**src/rtl/asic_freq_counter.sv**
```systemverilog
// Frequency counter: gated periodic edge count, free-running edge count,
// UART result stream and a 9-column multiplexed 7-segment driver.
module asic_freq_counter #(
  parameter int unsigned DEF_DIV    = 434,
  parameter int unsigned DEF_PERIOD = 10000000,
  parameter int unsigned SCAN_DIV   = 1024
) (
  input  logic        clk,
  input  logic        rst,
  input  logic [3:0]  addr,
  input  logic [31:0] value,
  input  logic        strobe,
  input  logic        samplee,
  output logic [31:0] o,
  output logic [31:0] oc,
  output logic        tx,
  output logic [8:0]  col_drvs,
  output logic [7:0]  seg_drvs
);

  localparam int unsigned SCAN_W = $clog2(SCAN_DIV + 1);

  typedef enum logic [1:0] {U_IDLE, U_START, U_DATA, U_STOP} uart_state_e;

  // Configuration registers
  logic [15:0] div_q, div_d;
  logic [31:0] period_q, period_d;
  logic        mode_q, mode_d;
  logic [31:0] digits_q, digits_d;
  logic [3:0]  digit8_q, digit8_d;
  logic [8:0]  dp_q, dp_d;

  // Input path and counters
  logic        s1_q, s2_q, s3_q;
  logic        edge_w;
  logic [31:0] timer_q, timer_d;
  logic [31:0] pcount_q, pcount_d;
  logic [31:0] o_q, o_d;
  logic [31:0] oc_q, oc_d;
  logic        update_q, update_d;
  logic        per_wr;
  logic        terminal;

  // UART
  uart_state_e ustate_q, ustate_d;
  logic [15:0] ucnt_q, ucnt_d;
  logic [15:0] udiv_q, udiv_d;
  logic [2:0]  ubit_q, ubit_d;
  logic [1:0]  ubyte_q, ubyte_d;
  logic [31:0] uword_q, uword_d;
  logic        tx_q, tx_d;
  logic        bit_end;
  logic [7:0]  cur_byte;

  // Display
  logic [SCAN_W-1:0] scan_q, scan_d;
  logic [3:0]        col_q, col_d;
  logic [8:0]        col_drvs_q, col_drvs_d;
  logic [7:0]        seg_drvs_q, seg_drvs_d;
  logic [31:0]       disp_src;
  logic [31:0]       disp_shift;
  logic [3:0]        nib;

  function automatic logic [6:0] hex_font(input logic [3:0] n);
    case (n)
      4'h0: hex_font = 7'h3F;
      4'h1: hex_font = 7'h06;
      4'h2: hex_font = 7'h5B;
      4'h3: hex_font = 7'h4F;
      4'h4: hex_font = 7'h66;
      4'h5: hex_font = 7'h6D;
      4'h6: hex_font = 7'h7D;
      4'h7: hex_font = 7'h07;
      4'h8: hex_font = 7'h7F;
      4'h9: hex_font = 7'h6F;
      4'hA: hex_font = 7'h77;
      4'hB: hex_font = 7'h7C;
      4'hC: hex_font = 7'h39;
      4'hD: hex_font = 7'h5E;
      4'hE: hex_font = 7'h79;
      default: hex_font = 7'h71;
    endcase
  endfunction

  // Synchronizer plus one extra stage for rising-edge detection
  always_ff @(posedge clk or posedge rst) begin
    if (rst) begin
      s1_q <= 1'b0;
      s2_q <= 1'b0;
      s3_q <= 1'b0;
    end else begin
      s1_q <= samplee;
      s2_q <= s1_q;
      s3_q <= s2_q;
    end
  end

  assign edge_w = s2_q & ~s3_q;

  // Register writes, gate timer and both edge counters
  always_comb begin
    div_d    = div_q;
    period_d = period_q;
    mode_d   = mode_q;
    digits_d = digits_q;
    digit8_d = digit8_q;
    dp_d     = dp_q;
    per_wr   = 1'b0;
    if (strobe) begin
      case (addr)
        4'd0: div_d = (value[15:0] < 16'd4) ? 16'd4 : value[15:0];
        4'd1: begin
          period_d = (value == '0) ? 32'd1 : value;
          per_wr   = 1'b1;
        end
        4'd2: mode_d   = value[0];
        4'd3: digits_d = value;
        4'd4: digit8_d = value[3:0];
        4'd5: dp_d     = value[8:0];
        default: ;
      endcase
    end

    terminal = (timer_q == period_q - 32'd1);
    o_d      = o_q;
    update_d = 1'b0;
    oc_d     = oc_q + {31'd0, edge_w};
    if (per_wr) begin
      timer_d  = '0;
      pcount_d = '0;
    end else if (terminal) begin
      o_d      = pcount_q + {31'd0, edge_w};
      pcount_d = '0;
      timer_d  = '0;
      update_d = 1'b1;
    end else begin
      timer_d  = timer_q + 32'd1;
      pcount_d = pcount_q + {31'd0, edge_w};
    end
  end

  // Configuration and counter state
  always_ff @(posedge clk or posedge rst) begin
    if (rst) begin
      div_q    <= 16'(DEF_DIV);
      period_q <= 32'(DEF_PERIOD);
      mode_q   <= 1'b0;
      digits_q <= '0;
      digit8_q <= '0;
      dp_q     <= '0;
      timer_q  <= '0;
      pcount_q <= '0;
      o_q      <= '0;
      oc_q     <= '0;
      update_q <= 1'b0;
    end else begin
      div_q    <= div_d;
      period_q <= period_d;
      mode_q   <= mode_d;
      digits_q <= digits_d;
      digit8_q <= digit8_d;
      dp_q     <= dp_d;
      timer_q  <= timer_d;
      pcount_q <= pcount_d;
      o_q      <= o_d;
      oc_q     <= oc_d;
      update_q <= update_d;
    end
  end

  // UART next-state: 4 bytes MSB first, each start/8 data LSB first/stop
  always_comb begin
    ustate_d = ustate_q;
    ucnt_d   = ucnt_q;
    udiv_d   = udiv_q;
    ubit_d   = ubit_q;
    ubyte_d  = ubyte_q;
    uword_d  = uword_q;
    tx_d     = tx_q;
    bit_end  = (ucnt_q == udiv_q - 16'd1);
    cur_byte = uword_q[31:24];
    case (ustate_q)
      U_IDLE: begin
        tx_d = 1'b1;
        if (update_q) begin
          uword_d  = o_q;
          udiv_d   = div_q;
          ucnt_d   = '0;
          ubyte_d  = '0;
          ustate_d = U_START;
          tx_d     = 1'b0;
        end
      end
      U_START: begin
        if (bit_end) begin
          ucnt_d   = '0;
          ubit_d   = '0;
          ustate_d = U_DATA;
          tx_d     = cur_byte[0];
        end else begin
          ucnt_d = ucnt_q + 16'd1;
        end
      end
      U_DATA: begin
        if (bit_end) begin
          ucnt_d = '0;
          if (ubit_q == 3'd7) begin
            ustate_d = U_STOP;
            tx_d     = 1'b1;
          end else begin
            ubit_d = ubit_q + 3'd1;
            tx_d   = cur_byte[ubit_q + 3'd1];
          end
        end else begin
          ucnt_d = ucnt_q + 16'd1;
        end
      end
      default: begin
        if (bit_end) begin
          ucnt_d = '0;
          if (ubyte_q == 2'd3) begin
            ustate_d = U_IDLE;
            tx_d     = 1'b1;
          end else begin
            ubyte_d  = ubyte_q + 2'd1;
            uword_d  = {uword_q[23:0], 8'h00};
            ustate_d = U_START;
            tx_d     = 1'b0;
          end
        end else begin
          ucnt_d = ucnt_q + 16'd1;
        end
      end
    endcase
  end

  // UART state register
  always_ff @(posedge clk or posedge rst) begin
    if (rst) begin
      ustate_q <= U_IDLE;
      ucnt_q   <= '0;
      udiv_q   <= 16'(DEF_DIV);
      ubit_q   <= '0;
      ubyte_q  <= '0;
      uword_q  <= '0;
      tx_q     <= 1'b1;
    end else begin
      ustate_q <= ustate_d;
      ucnt_q   <= ucnt_d;
      udiv_q   <= udiv_d;
      ubit_q   <= ubit_d;
      ubyte_q  <= ubyte_d;
      uword_q  <= uword_d;
      tx_q     <= tx_d;
    end
  end

  // Display scan and segment decode; column and segments registered together
  always_comb begin
    scan_d = scan_q + SCAN_W'(1);
    col_d  = col_q;
    if (scan_q == SCAN_W'(SCAN_DIV - 1)) begin
      scan_d = '0;
      col_d  = (col_q == 4'd8) ? 4'd0 : col_q + 4'd1;
    end
    disp_src   = mode_q ? digits_q : o_q;
    disp_shift = disp_src >> {col_q[2:0], 2'b00};
    if (col_q == 4'd8) begin
      nib = mode_q ? digit8_q : 4'h0;
    end else begin
      nib = disp_shift[3:0];
    end
    seg_drvs_d = {dp_q[col_q], hex_font(nib)};
    col_drvs_d = 9'd1 << col_q;
  end

  // Display state register
  always_ff @(posedge clk or posedge rst) begin
    if (rst) begin
      scan_q     <= '0;
      col_q      <= '0;
      col_drvs_q <= 9'd1;
      seg_drvs_q <= 8'h3F;
    end else begin
      scan_q     <= scan_d;
      col_q      <= col_d;
      col_drvs_q <= col_drvs_d;
      seg_drvs_q <= seg_drvs_d;
    end
  end

  assign o        = o_q;
  assign oc       = oc_q;
  assign tx       = tx_q;
  assign col_drvs = col_drvs_q;
  assign seg_drvs = seg_drvs_q;

endmodule

```
**config.mk**
```make
export PLATFORM = sky130hd
export DESIGN_NAME = asic_freq_counter
export DESIGN_NICKNAME = d
export VERILOG_FILES = /design/src/rtl/asic_freq_counter.sv
export SDC_FILE = /design/constraint.sdc
export NUM_CORES = 1
export LEC_CHECK = 0
export BUFFER_PORTS_ARGS = -buffer_cell sky130_fd_sc_hd__buf_2
export CORE_UTILIZATION = 55
export DETAILED_ROUTE_END_ITERATION = 7
export HOLD_SLACK_MARGIN = 0.03
export PLACE_DENSITY_LB_ADDON = 0.1
export SYNTH_ARGS = -nofsm -noshare
export SYNTH_HDL_FRONTEND = slang
export SYNTH_SLANG_ARGS = --single-unit
export TNS_END_PERCENT = 50
```
**constraint.sdc**
```tcl
create_clock -name clk -period 12.57 [get_ports clk]
set_clock_uncertainty 0.15 [all_clocks]
set_input_delay 1.8855 -clock clk [delete_from_list [all_inputs] [get_ports clk]]
set_output_delay 1.8855 -clock clk [all_outputs]
set_load 0.02 [all_outputs]
```
# Word-level counts from Yosys, hierarchy flattened

Memories as Yosys holds them, arrays and structs flattened. A register that Yosys moved wholly into a read port is not among the register bits.
Cells that the tools add are included.

Add/subtract/negate cells: 10
Order comparisons: 3
Equality and inequality tests: 19
Shift-type cells: 2
Muxes and demuxes: 48
Bitwise gates (word level): 4
Reduce and logical (&&, ||, !) cells: 18

Operators with widths:

| cell                                                 | number |
|---|---|
| 2-to-1 mux 32 bit                                    | 9 |
| adder 32 x 1 -> 32 bit                               | 2 |
| 2-to-1 mux 16 bit                                    | 4 |
| one-hot mux 32 bit (2 select lines)                  | 1 |
| adder 32 x 1 -> 32 bit (second input constant)       | 1 |
| == test 32 bit                                       | 1 |
| zero test 32 bit                                     | 1 |
| right shift 32 x 5 -> 4 bit                          | 1 |
| subtractor 32 x 1 -> 32 bit (second input constant)  | 1 |
| adder 16 x 1 -> 16 bit (second input constant)       | 1 |
| == test 16 bit                                       | 1 |
| < comparator 16 x 3 -> 1 bit (second input constant) | 1 |
| 2-to-1 mux 2 bit                                     | 8 |
| AND reduction 2 bit                                  | 8 |
| subtractor 16 x 1 -> 16 bit (second input constant)  | 1 |
| 2-to-1 mux 1 bit                                     | 13 |
| 2-to-1 mux 4 bit                                     | 3 |
| adder 11 x 1 -> 11 bit (second input constant)       | 1 |
| == test 11 x 10 -> 1 bit (second input constant)     | 1 |
| 2-to-1 mux 11 bit                                    | 1 |
| != test 2 bit (second input constant)                | 5 |
| 2-to-1 mux 3 bit                                     | 3 |
| << shifter 1 x 4 -> 9 bit (first input constant)     | 1 |
| == test 4 x 2 -> 1 bit (second input constant)       | 2 |
| other kinds (27)                                     | 33 |

Register bits after elaboration: 330
ROM bits: 112
Bits of input ports: 40
Output and inout port bits: 82
Word-level logic and storage cells: 130
Memories kept: 1

Memory list:

| memory          | words | bits a word | read ports | clocked after memory_dff | wr ports | line | source |
|---|---|---|---|---|---|---|---|
| (no name shown) | 16    | 7           | 1          | 1                        | 0        | 65   | `case (n)` |

# Logic depth before layout (Yosys ltp)

Depth in word-level cells: 6
Gate-level depth with buffers: 13
Gate-level depth less buffers: 11

# Least setup slack after synthesis

Ideal clock, no wire load.

Path type: input -> register
From: in strobe
To: reg o_q[0] (netlist: o[0])
Library setup time: 0.125 ns
Data arrival time: 3.443 ns
Data required time: 12.295 ns
Path slack: 8.853 ns
Cell stages on the path: 8
Buffers on the path: 2
Cell sequence: nor3b_1 > nand2_1 > or2_2 > clkbuf_1 > nand4b_1 > nor3_1 > buf_2 > mux2_2

Word-level cells in the longest chain between the ends: 3

RTL lines:

| item                          | line | source |
|---|---|---|
| start: declaration            | 12   | `input logic strobe,` |
| 2-to-1 mux 1 bit              | 109  | `if (strobe) begin` |
| NOT 1 bit (no line)           | --   |  |
| AND reduction 2 bit (no line) | --   |  |
| end signal: assignment        | 153  | `o_q <= '0;` |
| end signal: assignment        | 165  | `o_q <= o_d;` |
| end: declaration              | 38   | `logic [31:0] o_q, o_d;` |

No other way between the ends.
A chain may end at the register's enable or synchronous reset.

# Worst setup path after layout

From: reg period_q[0]
To: reg pcount_q[16]

Word-level cells in the longest chain between the ends: 4

RTL lines:

| item                        | line | source |
|---|---|---|
| start: declaration          | 27   | `logic [31:0] period_q, period_d;` |
| start signal: assignment    | 146  | `period_q <= 32'(DEF_PERIOD);` |
| start signal: assignment    | 158  | `period_q <= period_d;` |
| subtractor 32 x 1 -> 32 bit | 124  | `terminal = (timer_q == period_q - 32'd1);` |
| == test 32 bit              | 124  |  |
| 2-to-1 mux 32 bit           | 131  | `end else if (terminal) begin` |
| 2-to-1 mux 32 bit           | 128  | `if (per_wr) begin` |
| net pcount_d[16]            | 37   | `logic [31:0] pcount_q, pcount_d;` |
| end signal: assignment      | 164  | `pcount_q <= pcount_d;` |
| end: declaration            | 37   |  |

The timed path passes the listed nets, and every way through them passes these cells.

==> impl_metrics.csv <==
group,metric,value,unit
sta,setup_slack,7790,ps
drt,wl_per_cell,19.1,µm
die,die_w,177,µm
global_route,overflow,0,
placed_design,gp_congestion,0.906,
yosys,muxShareOfSynthArea,12.2,%
yosys,synth_edf_count,0,
yosys,async_flop_share,100,%
clock_tree,cts_buffers,37,
clock_tree,cts_tree,"yes",
worst_hold_path,hp-class,"register to register",
pwr,leakage,9.13,nW
final_layout,nets,1732,
clock_tree,cts_sinks,330,
global_route,grt_max_degree,189,
global_route,grtUsageTotal,26.2,%
yosys,synth-xor-area-share,8.55,%
sta,hold_viol,0,
drt,vias_per_cell,5.76,
pwr,power_frac_clock,40.2,%
sta,period_needed,4780,ps
yosys,yosys-top-cells-count,"dfrtp_1 (304), nand2_1 (221), mux2_2 (103), xnor2_1 (99), nor2_1 (96)",
die,rows,63,
yosys,synth_top_cell_area_share,45.1,%
yosys,syn_area,16900,µm²
die,die_h,177,µm
drt,drcViolationCount,0,
sta,finalSetupViolCount,0,
clock_tree,insertion_delay,520,ps
yosys,yosysTopAreaCell,"dfrtp_1",
yosys,synth-compound-area-share,5.68,%
drt,vias,12000,
setup_path,crit_path_end_kind,"register",
yosys,yosys.area_share.adder,2.15,%
setup_path,critical_path_class,"register to register",
drt,drt_wl_total,39.8,mm
setup_path,r2r_slack,7790,ps
pwr,power_density,157,nW/µm²
yosys,yosysMostFrequentCell,"dfrtp_1",
pwr,seq_power_share,44.3,%
clock_tree,cts-root-buf,"clkbuf_16",
yosys,synth_cells,1561,
drt,drt_iter0_drc,940,
final_layout,fin_cells,2085,
global_route,grt_pass1_vias,11800,
pwr,vdd.ir_drop.worst,0.139,mV
sta,setup_tns,0,ps
yosys,synth_nets,1630,
yosys,netlist_top_cells_area,"dfrtp_1 (45%), mux2_2 (6.9%), xnor2_1 (5.1%), nand2_1 (4.9%), dfstp_2 (4.0%)",
setup_path,start_kind,"register",
placed_design,dpl.cell_count,2014,
setup_path,slowest_stage,"nor3_4",
placed_design,io_buffer_count,121,
clock_tree,cts.path.max_buffers,3,
setup_path,cpPeakStageDelay,650,ps
die,die-area,31400,µm²
pwr,total_power,0.00299,W
yosys,synth_top_family_by_area,"simple AND/OR/NAND/NOR gates",
die,start_util,56.4,%
placed_design,preCtsSetupSlack,7840,ps
run,maxCapViolCount,0,
clock_tree,post_cts_buffers,0,
pwr,p_int,0.00217,W
pwr,comb_power_share,15.5,%
setup_path,crit_arrival,5000,ps
placed_design,dp_hpwl,27.7,mm
sta,period_share,38.1,%
setup_path,crit_required,12790,ps
yosys,synth-main-ff-cell,"dfrtp_1",
drt,first_pass_iters,5,
final_layout,n_fill_cell,2387,
die,core-area,30000,µm²
clock_tree,cts_resized,0,
sta,drv_slew,0,
global_route,antenna_found_initial,4,
die,ioPinCount,122,
sta,slew_headroom,29.4,%
pwr,p_sw_share,27.4,%
clock_tree,cts.reportedPaths.clkPinSlew,60,ps
clock_tree,cts_hold_buf,0,
yosys,synthSimpleGateAreaFrac,19.5,%
pwr,p_sw,0.000821,W
clock_tree,htree_num_levels,2,
global_route,grt_pass1_wl,64.3,mm
yosys,ys_seq_area_share,49.1,%
yosys,yosys_warnings,0,
drt,ant_nets,0,
final_layout,syn_to_final_growth,13.3,%
yosys,syn_avg_cell_area,10.8,µm²
setup_path,crit_chain,"inv_1 > ha_1 > nor3b_2 > nand2_2 > o21ai_0 > nand4_1 > or4b_1 > or4b_4 > nor3_4 > buf_4 > nor2_1",
sta,rsz0062_at_grt,"false",
yosys,synthDistinctLibCells,74,
setup_path,cp_max_fo,50,
run_status,status,"finished, final reports clean",
sta,max_freq,209,MHz
sta,tightest_slew,1060,ps
yosys,synth-seq-cells,330,
final_layout,layout-drive-gt1-share,23.9,%
[path summary, 6_finish.rpt]
path,from,endpoint,cells after the start
min,s1_q,s2_q,0
min reg2reg,s1_q,s2_q,0
max reg2reg,period_q[0],pcount_q[16],11
min in group asynchronous,rst,uword_q[29],2
max in group asynchronous,rst,div_q[3],3
max,period_q[0],pcount_q[16],11
[metrics by stage]
step                area (µm²)  utilization [%]  hold slack, ps
detailed placement       17800             59.3             190
global placement         17800             59.3             183
finish                   19100             63.9             200
CTS                      19100             63.8             206
global route             19100             63.9             215
floorplan                16900                -             181
[kinds of logic after synthesis]
family / count (synthesis)
XOR/XNOR: 163
buffers and inverters: 102
adder cells (fa/ha/maj): 29
AND/OR/NAND/NOR: 622
multiplexers: 164
AO/OA/AOI/OAI: 151
flip-flops: 330
[power by group through the flow]
| stage | logic [W] | clock network (W) | registers [W] |
|---|---|---|---|
| 3_3_place_gp | 0.000449 | 0 | 0.00134 |
| 6_report | 0.000463 | 0.00120 | 0.00133 |
| 4_1_cts | 0.000464 | 0.00122 | 0.00133 |
| 2_1_floorplan | 0.000354 | 0 | 0.00132 |
| 5_1_grt | 0.000515 | 0.00127 | 0.00134 |
| 3_5_place_dp | 0.000460 | 0 | 0.00134 |
[layout make-up]
type,instances,area (µm²),share of cell area (%)
Inverter,34,135,0.706
Tap cell,390,488,2.55
Timing Repair Buffer,131,693,3.62
Clock buffer,54,1120,5.87
Multi-Input combinational cell,1129,8140,42.6
Clock inverter,14,249,1.30
Sequential cell,330,8290,43.3
Antenna cell,3,7.51,0.0392
[sequential cells by signal, indices dropped and copies added, names as in the netlist, 32 cells and up]
name,count
digits_q,32
uword_q,32
oc,32
period_q,32
timer_q,32
o,32
pcount_q,32
[placed cells by master, fill, tap and decap left out, types with 5 or more instances in the layout]
cell type / synthesis / layout
a21o_1: 10 / 10
a21oi_1: 21 / 20
a22o_1: 10 / 10
and2_1: 11 / 11
and3_1: 35 / 35
and4_1: 9 / 9
buf_2: 11 / 121
buf_4: 2 / 9
bufinv_16: 0 / 7
clkbuf_1: 42 / 6
clkbuf_16: 0 / 39
clkbuf_8: 0 / 9
clkinv_2: 0 / 6
dfrtp_1: 304 / 304
dfstp_2: 26 / 26
ha_1: 29 / 29
inv_1: 34 / 33
mux2_2: 103 / 103
mux2i_1: 38 / 38
mux4_2: 23 / 23
nand2_1: 221 / 221
nand2b_1: 5 / 5
nand3_1: 62 / 62
nand4_1: 24 / 24
nor2_1: 96 / 95
nor2b_1: 10 / 10
nor3_1: 34 / 33
nor3_2: 31 / 32
nor3b_1: 14 / 14
nor4_1: 20 / 20
o21ai_0: 71 / 71
o31ai_1: 5 / 5
or4_1: 7 / 7
xnor2_1: 99 / 99
xor2_1: 63 / 63
[critical path: cells and delay by family (launching register included)]
kind	cells	cell delay, ps
adder cells (fa/ha/maj)	1	190
AO/OA/AOI/OAI	1	320
AND/OR/NAND/NOR	7	2710
buffers and inverters	2	750
flip-flops	1	450
[layer usage]
metal / vias to the layer above / wire length, µm / GRT usage (%)
li1: 5674 / - / -
met1: 5998 / 18200 / 37.4
met2: 278 / 18800 / 42.1
met3: 64 / 1960 / 3.41
met4: 0 / 908 / 7.33
met5: - / 0 / 0
(Power assumes the default switching activity.)
